`src/rtl/instruction_transmitter_pkg.sv`:
```
// Shared byte-bus definitions for the instruction transmit and receive sides:
// state encoding, default ack timeout and byte-lane selection.
package gpu_bus_pkg;

    localparam logic [2:0] ST_IDLE    = 3'd0;
    localparam logic [2:0] ST_WAIT_RX = 3'd1;
    localparam logic [2:0] ST_SETUP   = 3'd2;
    localparam logic [2:0] ST_STROBE  = 3'd3;
    localparam logic [2:0] ST_RELEASE = 3'd4;
    localparam logic [2:0] ST_DONE    = 3'd5;
    localparam logic [2:0] ST_ABORT   = 3'd6;

    localparam int DEFAULT_ACK_TIMEOUT = 255;
    localparam int TIMER_WIDTH         = 16;

    typedef enum logic [2:0] {
        S_IDLE    = ST_IDLE,
        S_WAIT_RX = ST_WAIT_RX,
        S_SETUP   = ST_SETUP,
        S_STROBE  = ST_STROBE,
        S_RELEASE = ST_RELEASE,
        S_DONE    = ST_DONE,
        S_ABORT   = ST_ABORT
    } tx_state_t;

    // Byte index 0 is the first byte on the bus; msb_first picks which end of the word that is.
    function automatic logic [7:0] select_byte(input logic [31:0] word,
                                               input logic [1:0]  idx,
                                               input logic        msb_first);
        logic [1:0] lane;
        lane = msb_first ? (2'd3 - idx) : idx;
        return word[{lane, 3'b000} +: 8];
    endfunction

endpackage

```
`src/rtl/instruction_transmitter_if.sv`:
```
// Instruction handshake plus byte-bus signals between the transmitter (master) and its environment.
interface instruction_transmitter_if;
    logic [31:0] i_instruction;
    logic        i_valid;
    logic        o_ready;
    logic        i_busy;
    logic        o_we;
    logic        o_en;
    logic [7:0]  o_data;
    logic        i_ack;
    logic        o_done;
    logic        o_timeout;

    modport master (
        input  i_instruction, i_valid, i_busy, i_ack,
        output o_ready, o_we, o_en, o_data, o_done, o_timeout
    );

    modport slave (
        output i_instruction, i_valid, i_busy, i_ack,
        input  o_ready, o_we, o_en, o_data, o_done, o_timeout
    );
endinterface

```
`src/rtl/instruction_transmitter_ack_watchdog.sv`:
```
// Cycle counter bounding how long one ack phase may wait for the receiver.
module ack_watchdog
    import gpu_bus_pkg::*;
#(
    parameter int LIMIT = DEFAULT_ACK_TIMEOUT
) (
    input  logic i_clk,
    input  logic reset,
    input  logic clear,
    input  logic run,
    output logic expired
);
    // The phase is over once the cycle being counted now would be the LIMIT-th.
    localparam logic [TIMER_WIDTH-1:0] LAST = 16'(LIMIT - 1);

    logic [TIMER_WIDTH-1:0] count_r;

    // Count waiting cycles; clear wins over run.
    always_ff @(posedge i_clk) begin
        if (!reset) begin
            count_r <= 16'd0;
        end else if (clear) begin
            count_r <= 16'd0;
        end else if (run) begin
            count_r <= count_r + 16'd1;
        end else begin
            count_r <= count_r;
        end
    end

    assign expired = (count_r == LAST);

endmodule

```
`src/rtl/instruction_transmitter.sv`:
```
// Sends a latched 32-bit instruction as four acknowledged byte-bus writes.
// All bus outputs are registered, decoded from the next state so they line up with the state register.
module instruction_transmitter
    import gpu_bus_pkg::*;
#(
    parameter int ACK_TIMEOUT = DEFAULT_ACK_TIMEOUT,
    parameter bit MSB_FIRST   = 1'b1
) (
    input  logic i_clk,
    input  logic reset,
    instruction_transmitter_if.master bus
);
    tx_state_t   state_r, state_s;
    logic [31:0] word_r, word_s;
    logic [1:0]  idx_r, idx_s;
    logic        wd_clear_s, wd_run_s, wd_expired_s;
    logic        ready_s, we_s, en_s, done_s, timeout_s;
    logic [7:0]  data_s;
    logic        ready_r, we_r, en_r, done_r, timeout_r;
    logic [7:0]  data_r;

    ack_watchdog #(.LIMIT(ACK_TIMEOUT)) u_ack_watchdog (
        .i_clk   (i_clk),
        .reset   (reset),
        .clear   (wd_clear_s),
        .run     (wd_run_s),
        .expired (wd_expired_s)
    );

    // Next-state, word latch, byte index and watchdog control.
    always_comb begin
        state_s    = state_r;
        word_s     = word_r;
        idx_s      = idx_r;
        wd_clear_s = 1'b0;
        wd_run_s   = 1'b0;
        case (state_r)
            S_IDLE: begin
                if (bus.i_valid) begin
                    word_s  = bus.i_instruction;
                    idx_s   = 2'd0;
                    state_s = S_WAIT_RX;
                end else begin
                    state_s = S_IDLE;
                end
            end
            S_WAIT_RX: begin
                if (!bus.i_busy) begin
                    state_s = S_SETUP;
                end else begin
                    state_s = S_WAIT_RX;
                end
            end
            S_SETUP: begin
                wd_clear_s = 1'b1;
                state_s    = S_STROBE;
            end
            S_STROBE: begin
                if (bus.i_ack) begin
                    wd_clear_s = 1'b1;
                    state_s    = S_RELEASE;
                end else if (wd_expired_s) begin
                    state_s = S_ABORT;
                end else begin
                    wd_run_s = 1'b1;
                    state_s  = S_STROBE;
                end
            end
            S_RELEASE: begin
                if (!bus.i_ack) begin
                    if (idx_r == 2'd3) begin
                        state_s = S_DONE;
                    end else begin
                        idx_s   = idx_r + 2'd1;
                        state_s = S_SETUP;
                    end
                end else if (wd_expired_s) begin
                    state_s = S_ABORT;
                end else begin
                    wd_run_s = 1'b1;
                    state_s  = S_RELEASE;
                end
            end
            S_DONE, S_ABORT: begin
                word_s  = 32'd0;
                idx_s   = 2'd0;
                state_s = S_IDLE;
            end
            default: begin
                word_s  = 32'd0;
                idx_s   = 2'd0;
                state_s = S_IDLE;
            end
        endcase
    end

    // Output decode for the state about to be entered.
    always_comb begin
        ready_s   = 1'b0;
        we_s      = 1'b0;
        en_s      = 1'b0;
        done_s    = 1'b0;
        timeout_s = 1'b0;
        case (state_s)
            S_IDLE:    ready_s   = 1'b1;
            S_SETUP:   we_s      = 1'b1;
            S_STROBE:  begin we_s = 1'b1; en_s = 1'b1; end
            S_RELEASE: we_s      = 1'b1;
            S_DONE:    done_s    = 1'b1;
            S_ABORT:   timeout_s = 1'b1;
            default:   ready_s   = 1'b0;
        endcase
        data_s = we_s ? select_byte(word_s, idx_s, MSB_FIRST) : 8'h00;
    end

    // Control state registers.
    always_ff @(posedge i_clk) begin
        if (!reset) begin
            state_r <= S_IDLE;
            word_r  <= 32'd0;
            idx_r   <= 2'd0;
        end else begin
            state_r <= state_s;
            word_r  <= word_s;
            idx_r   <= idx_s;
        end
    end

    // Registered bus outputs.
    always_ff @(posedge i_clk) begin
        if (!reset) begin
            ready_r   <= 1'b1;
            we_r      <= 1'b0;
            en_r      <= 1'b0;
            data_r    <= 8'h00;
            done_r    <= 1'b0;
            timeout_r <= 1'b0;
        end else begin
            ready_r   <= ready_s;
            we_r      <= we_s;
            en_r      <= en_s;
            data_r    <= data_s;
            done_r    <= done_s;
            timeout_r <= timeout_s;
        end
    end

    assign bus.o_ready   = ready_r;
    assign bus.o_we      = we_r;
    assign bus.o_en      = en_r;
    assign bus.o_data    = data_r;
    assign bus.o_done    = done_r;
    assign bus.o_timeout = timeout_r;

endmodule
```
`src/flat_wrapper.sv`:
```
// flat-port wrapper written by rule: the top's interface ports become plain ports
module instruction_transmitter_flat import gpu_bus_pkg::*;
#(
    parameter int ACK_TIMEOUT = DEFAULT_ACK_TIMEOUT,
    parameter bit MSB_FIRST   = 1'b1
)
  (i_clk, reset, bus_i_instruction, bus_i_valid, bus_i_busy, bus_i_ack, bus_o_ready, bus_o_we, bus_o_en, bus_o_data, bus_o_done, bus_o_timeout);
  instruction_transmitter_if bus_i ();
  input  logic i_clk;
  input  logic reset;
  input wire logic [$bits(bus_i.i_instruction)-1:0] bus_i_instruction;
  input wire logic [$bits(bus_i.i_valid)-1:0] bus_i_valid;
  input wire logic [$bits(bus_i.i_busy)-1:0] bus_i_busy;
  input wire logic [$bits(bus_i.i_ack)-1:0] bus_i_ack;
  output wire logic [$bits(bus_i.o_ready)-1:0] bus_o_ready;
  output wire logic [$bits(bus_i.o_we)-1:0] bus_o_we;
  output wire logic [$bits(bus_i.o_en)-1:0] bus_o_en;
  output wire logic [$bits(bus_i.o_data)-1:0] bus_o_data;
  output wire logic [$bits(bus_i.o_done)-1:0] bus_o_done;
  output wire logic [$bits(bus_i.o_timeout)-1:0] bus_o_timeout;
  assign bus_i.i_instruction = bus_i_instruction;
  assign bus_i.i_valid = bus_i_valid;
  assign bus_i.i_busy = bus_i_busy;
  assign bus_i.i_ack = bus_i_ack;
  assign bus_o_ready = bus_i.o_ready;
  assign bus_o_we = bus_i.o_we;
  assign bus_o_en = bus_i.o_en;
  assign bus_o_data = bus_i.o_data;
  assign bus_o_done = bus_i.o_done;
  assign bus_o_timeout = bus_i.o_timeout;
  instruction_transmitter #(.ACK_TIMEOUT(ACK_TIMEOUT), .MSB_FIRST(MSB_FIRST)) u_core (.i_clk(i_clk), .reset(reset), .bus(bus_i));
endmodule
```
`config.mk`:
```
export PLATFORM = sky130hd
export DESIGN_NAME = instruction_transmitter_flat
export DESIGN_NICKNAME = d
export VERILOG_FILES = /design/src/rtl/instruction_transmitter_pkg.sv /design/src/rtl/instruction_transmitter_if.sv /design/src/rtl/instruction_transmitter_ack_watchdog.sv /design/src/rtl/instruction_transmitter.sv /design/src/flat_wrapper.sv
export SDC_FILE = /design/constraint.sdc
export NUM_CORES = 1
export LEC_CHECK = 0
export CORE_ASPECT_RATIO = 1.5
export CORE_MARGIN = 2
export CORE_UTILIZATION = 47
export DETAILED_ROUTE_END_ITERATION = 8
export GPL_ROUTABILITY_DRIVEN = 0
export GPL_TIMING_DRIVEN = 0
export PLACE_DENSITY_LB_ADDON = 0.08
export SLEW_MARGIN = 20
export SYNTH_ARGS = -nofsm -noshare
export SYNTH_HDL_FRONTEND = slang
export SYNTH_HIERARCHICAL = 1
export SYNTH_SLANG_ARGS = --single-unit
```
`constraint.sdc`:
```
create_clock -name i_clk -period 2.3 [get_ports i_clk]
set_clock_uncertainty 0.2 [all_clocks]
set_input_delay 0.46 -clock i_clk [delete_from_list [all_inputs] [get_ports i_clk]]
set_output_delay 0.46 -clock i_clk [all_outputs]
set_load 0.03 [all_outputs]
```
==> results.tsv <==
metric	value	unit
status	finished, violations left	
failing checks	setup timing	
first-pass GRT wire length	12200	um
Max Buffers Root-to-Sink	2	
TritonRoute pass-1 iters	5	
largest net degree at the start of global routing	12	
reg2reg start	u_core/u_ack_watchdog/count_r[0]$_SDFFE_PP0P_	
clk_lat worst skew	340	ps
CTS tree	yes	
Mapped Area	2940	um^2
setup_tns	-133	ps
crit path capture type	flop	
post-route cell area	3950	um^2
count of different cell masters after synthesis	52	
H-tree depth	3	
Tcrit/Tclk final	102	%
Max Cap Viol	0	
fin util	64.9	%
total CTS buffers	9	
WS Path Type	flop to flop	
crit path cell chain	inv_2 > ha_4 > nor4b_4 > and3_4 > o21a_1 > and2_4 > o21ai_4 > o31a_1 > buf_6 > a311oi_2	
Initial DRC Count	146	
Leakage	1.44	nW
initial antenna violation count	0	
worst path bufs/invs	2	
ratio of cells with drive above 1 in the final layout	19.8	%
Max Freq	425	MHz
simple-gate share of the synthesized area	23.2	%
Critical Path Source	u_core/u_ack_watchdog/count_r[0]$_SDFFE_PP0P_	
CP max stage cell	dfxtp_4	
Nets	427	
Final Power	2.53	mW
post-route minimum period	2350	ps
synth warn	6	
sw frac	26.1	%
EDFF count, synth	0	
via/cell ratio	5.80	
hpwl dp	5200	um
Gate power share	15.0	%
count of state elements after synthesis	66	
GRT overflow	0	
Final Hold Fails	0	
FP Rows	35	
Worst-path clk slew	70	ps
synthesized area per cell	9.14	um^2
CP startpoint kind	flop	
Slew Viols, Final	0	
worst-case reg-to-reg path depth	10	
Psw	0.658	mW
total number of vias	2707	
number of global-route vias before repair	2603	
Die X	68.6	um
clock power share	36.7	%
instance count on the critical path	10	
worst setup margin	-52.0	ps
die height	101	um
R2R Setup Slk	-50	ps
Seq/Total Area, Yosys	44.9	%
Sequential Power Share	48.3	%
Inst Count DP	444	
# setup viols final	7	
PortBufs	48	
post-synthesis share of cell area spent on xor and xnor gates	1.19	%
total die area	6920	um^2
routed len/inst	16.2	um
io pins	50	
setup slack after placement	-506	ps
Slew @ Worst Pin	865	ps
total wire length	7570	um
ys async rst share	0	%
hold path startpoint	u_core/word_r[30]$_SDFF_PN0_	
r2r endpoint	u_core/bus.o_data[5]$_SDFF_PN0_	
predominant post-synthesis flop cell	dfxtp_1	
critical path peak fanout	5	
main combinational cell family by area after synthesis	simple AND/OR/NAND/NOR gates	
Compound-Gate Fraction of Synth Area	22.2	%
Core Footprint	6090	um^2
Slew headroom	42.0	%
Post-Syn Nets	361	
Hold WS	273	ps
Worst Path Required	2350	ps
mux contribution to synthesized area	2.04	%
total global-route track usage	23.7	%
post-route insts no fill	467	
root buffer cell	clkbuf_8	
cells after synthesis	322	
Final ANT Viol Nets	0	
CP Data Arrival Time	2400	ps
Starting Density	48.3	%
cell family with most CP delay	compound AO/OA/AOI/OAI gates	
Adder-Cell Fraction of Synth Area	0.851	%
placed instance area	3510	um^2
DRC viols	0	
HP Class	flop to flop	
CP Capture Point	u_core/bus.o_data[5]$_SDFF_PN0_	
VDD IR-drop max	0.416	mV
Ant. Diodes	0	
pwr/cell area	639	nW/um^2
RSZ-0062 raised after global routing	true	
hold-fix buffers at CTS	0	
Worst path max stage delay	350	ps
P&R area growth vs syn	34.2	%
Pint	1.87	mW
CTS sink count	66	
==> final cells by class <==
cell class	instances	area, um^2
plain buffers	23	143
clock buffers	11	131
clock inverters	5	55.1
fillers	517	2140
inverters	7	26.3
multi-input cells	226	1630
flip-flops and latches	66	1340
well taps	74	92.6
repair buffers	55	531
==> cells in the mapped netlist, drive strengths merged, types with 7 or more instances <==
master / number / share of area, %
and3: 10 / 2.3
dfxtp: 66 / 45
inv: 7 / 0.89
a21oi: 16 / 2.7
nor2: 35 / 4.5
nand2b: 7 / 1.5
clkbuf: 10 / 1.4
o21a: 12 / 3.1
a311oi: 16 / 4.8
buf: 13 / 3.2
nand2: 25 / 3.2
a22oi: 26 / 6.6
nand3: 13 / 2.7
==> worst register-to-register path, cell delays in order, from the launching register on <==
cell      delay, ps
dfxtp_4         350
inv_2            60
ha_4            120
nor4b_4         180
and3_4          240
o21a_1          170
and2_4          170
o21ai_4          60
o31a_1          310
buf_6           160
a311oi_2        260
==> cells by family after synthesis <==
logic type | Yosys count
fa+ha+maj | 2
flops | 66
xor+xnor | 4
mux | 6
compound gates | 88
simple gates | 126
buf+inv | 30
==> per-layer routing <==
layer	wire length [um]	part of all wire, %	track usage, %	vias up
li1	-	-	-	1319
met1	2940	39	25.8	1292
met2	4080	54	40.6	77
met3	313	4.1	6.15	19
met4	233	3.1	12.3	0
met5	0	0	0	-
==> sequential cells by signal (all words and copies together), names as in the netlist <==
name / flops
u_core/bus.o_data: 8
u_core/bus.o_done: 1
u_core/bus.o_en: 1
u_core/bus.o_ready: 1
u_core/bus.o_timeout: 1
u_core/bus.o_we: 1
u_core/idx_r: 2
u_core/state_r: 3
u_core/u_ack_watchdog/count_r: 16
u_core/word_r: 32
==> power groups by stage <==
stage	clock network [mW]	logic, mW	registers (mW)
finish	0.926	0.380	1.22
detailed placement	0	0.355	1.25
global route	1.01	0.415	1.22
CTS	0.958	0.375	1.22
floorplan	0	0.202	1.26
global placement	0	0.349	1.25
==> worst min-delay path by stage <==
stage,to,slack [ps],cells after the start
2_1_floorplan,u_core/word_r[31]$_SDFF_PN0_,240,2
3_3_place_gp,u_core/word_r[26]$_SDFF_PN0_,250,2
3_5_place_dp,u_core/word_r[27]$_SDFF_PN0_,260,2
4_1_cts,u_core/word_r[30]$_SDFF_PN0_,270,2
5_1_grt,u_core/word_r[31]$_SDFF_PN0_,300,2
6_report,u_core/word_r[30]$_SDFF_PN0_,270,2
==> cell usage in the layout (no fill, tap or decap), types with 3 or more instances in the layout <==
cell type,count
a21oi_1,16
a22oi_1,26
a311oi_1,8
a311oi_2,8
and3_1,6
and3_2,3
buf_2,7
buf_4,7
buf_6,5
clkbuf_1,11
clkbuf_8,9
clkdlybuf4s50_1,48
dfxtp_1,58
dfxtp_2,3
dfxtp_4,5
inv_1,6
mux2i_1,6
nand2_1,25
nand2b_1,7
nand3_1,9
nand4_1,5
nor2_1,35
nor2b_1,3
o21a_1,12
o31ai_1,4
or4_1,4
xor2_1,3
==> repair_timing <==
item	in CTS	in global routing
pin swaps	3	0
setup buffers	6	0
endpoints found under the setup margin	37	17
resized for setup	29	15
cloned	1	0
(Power assumes the default switching activity.)
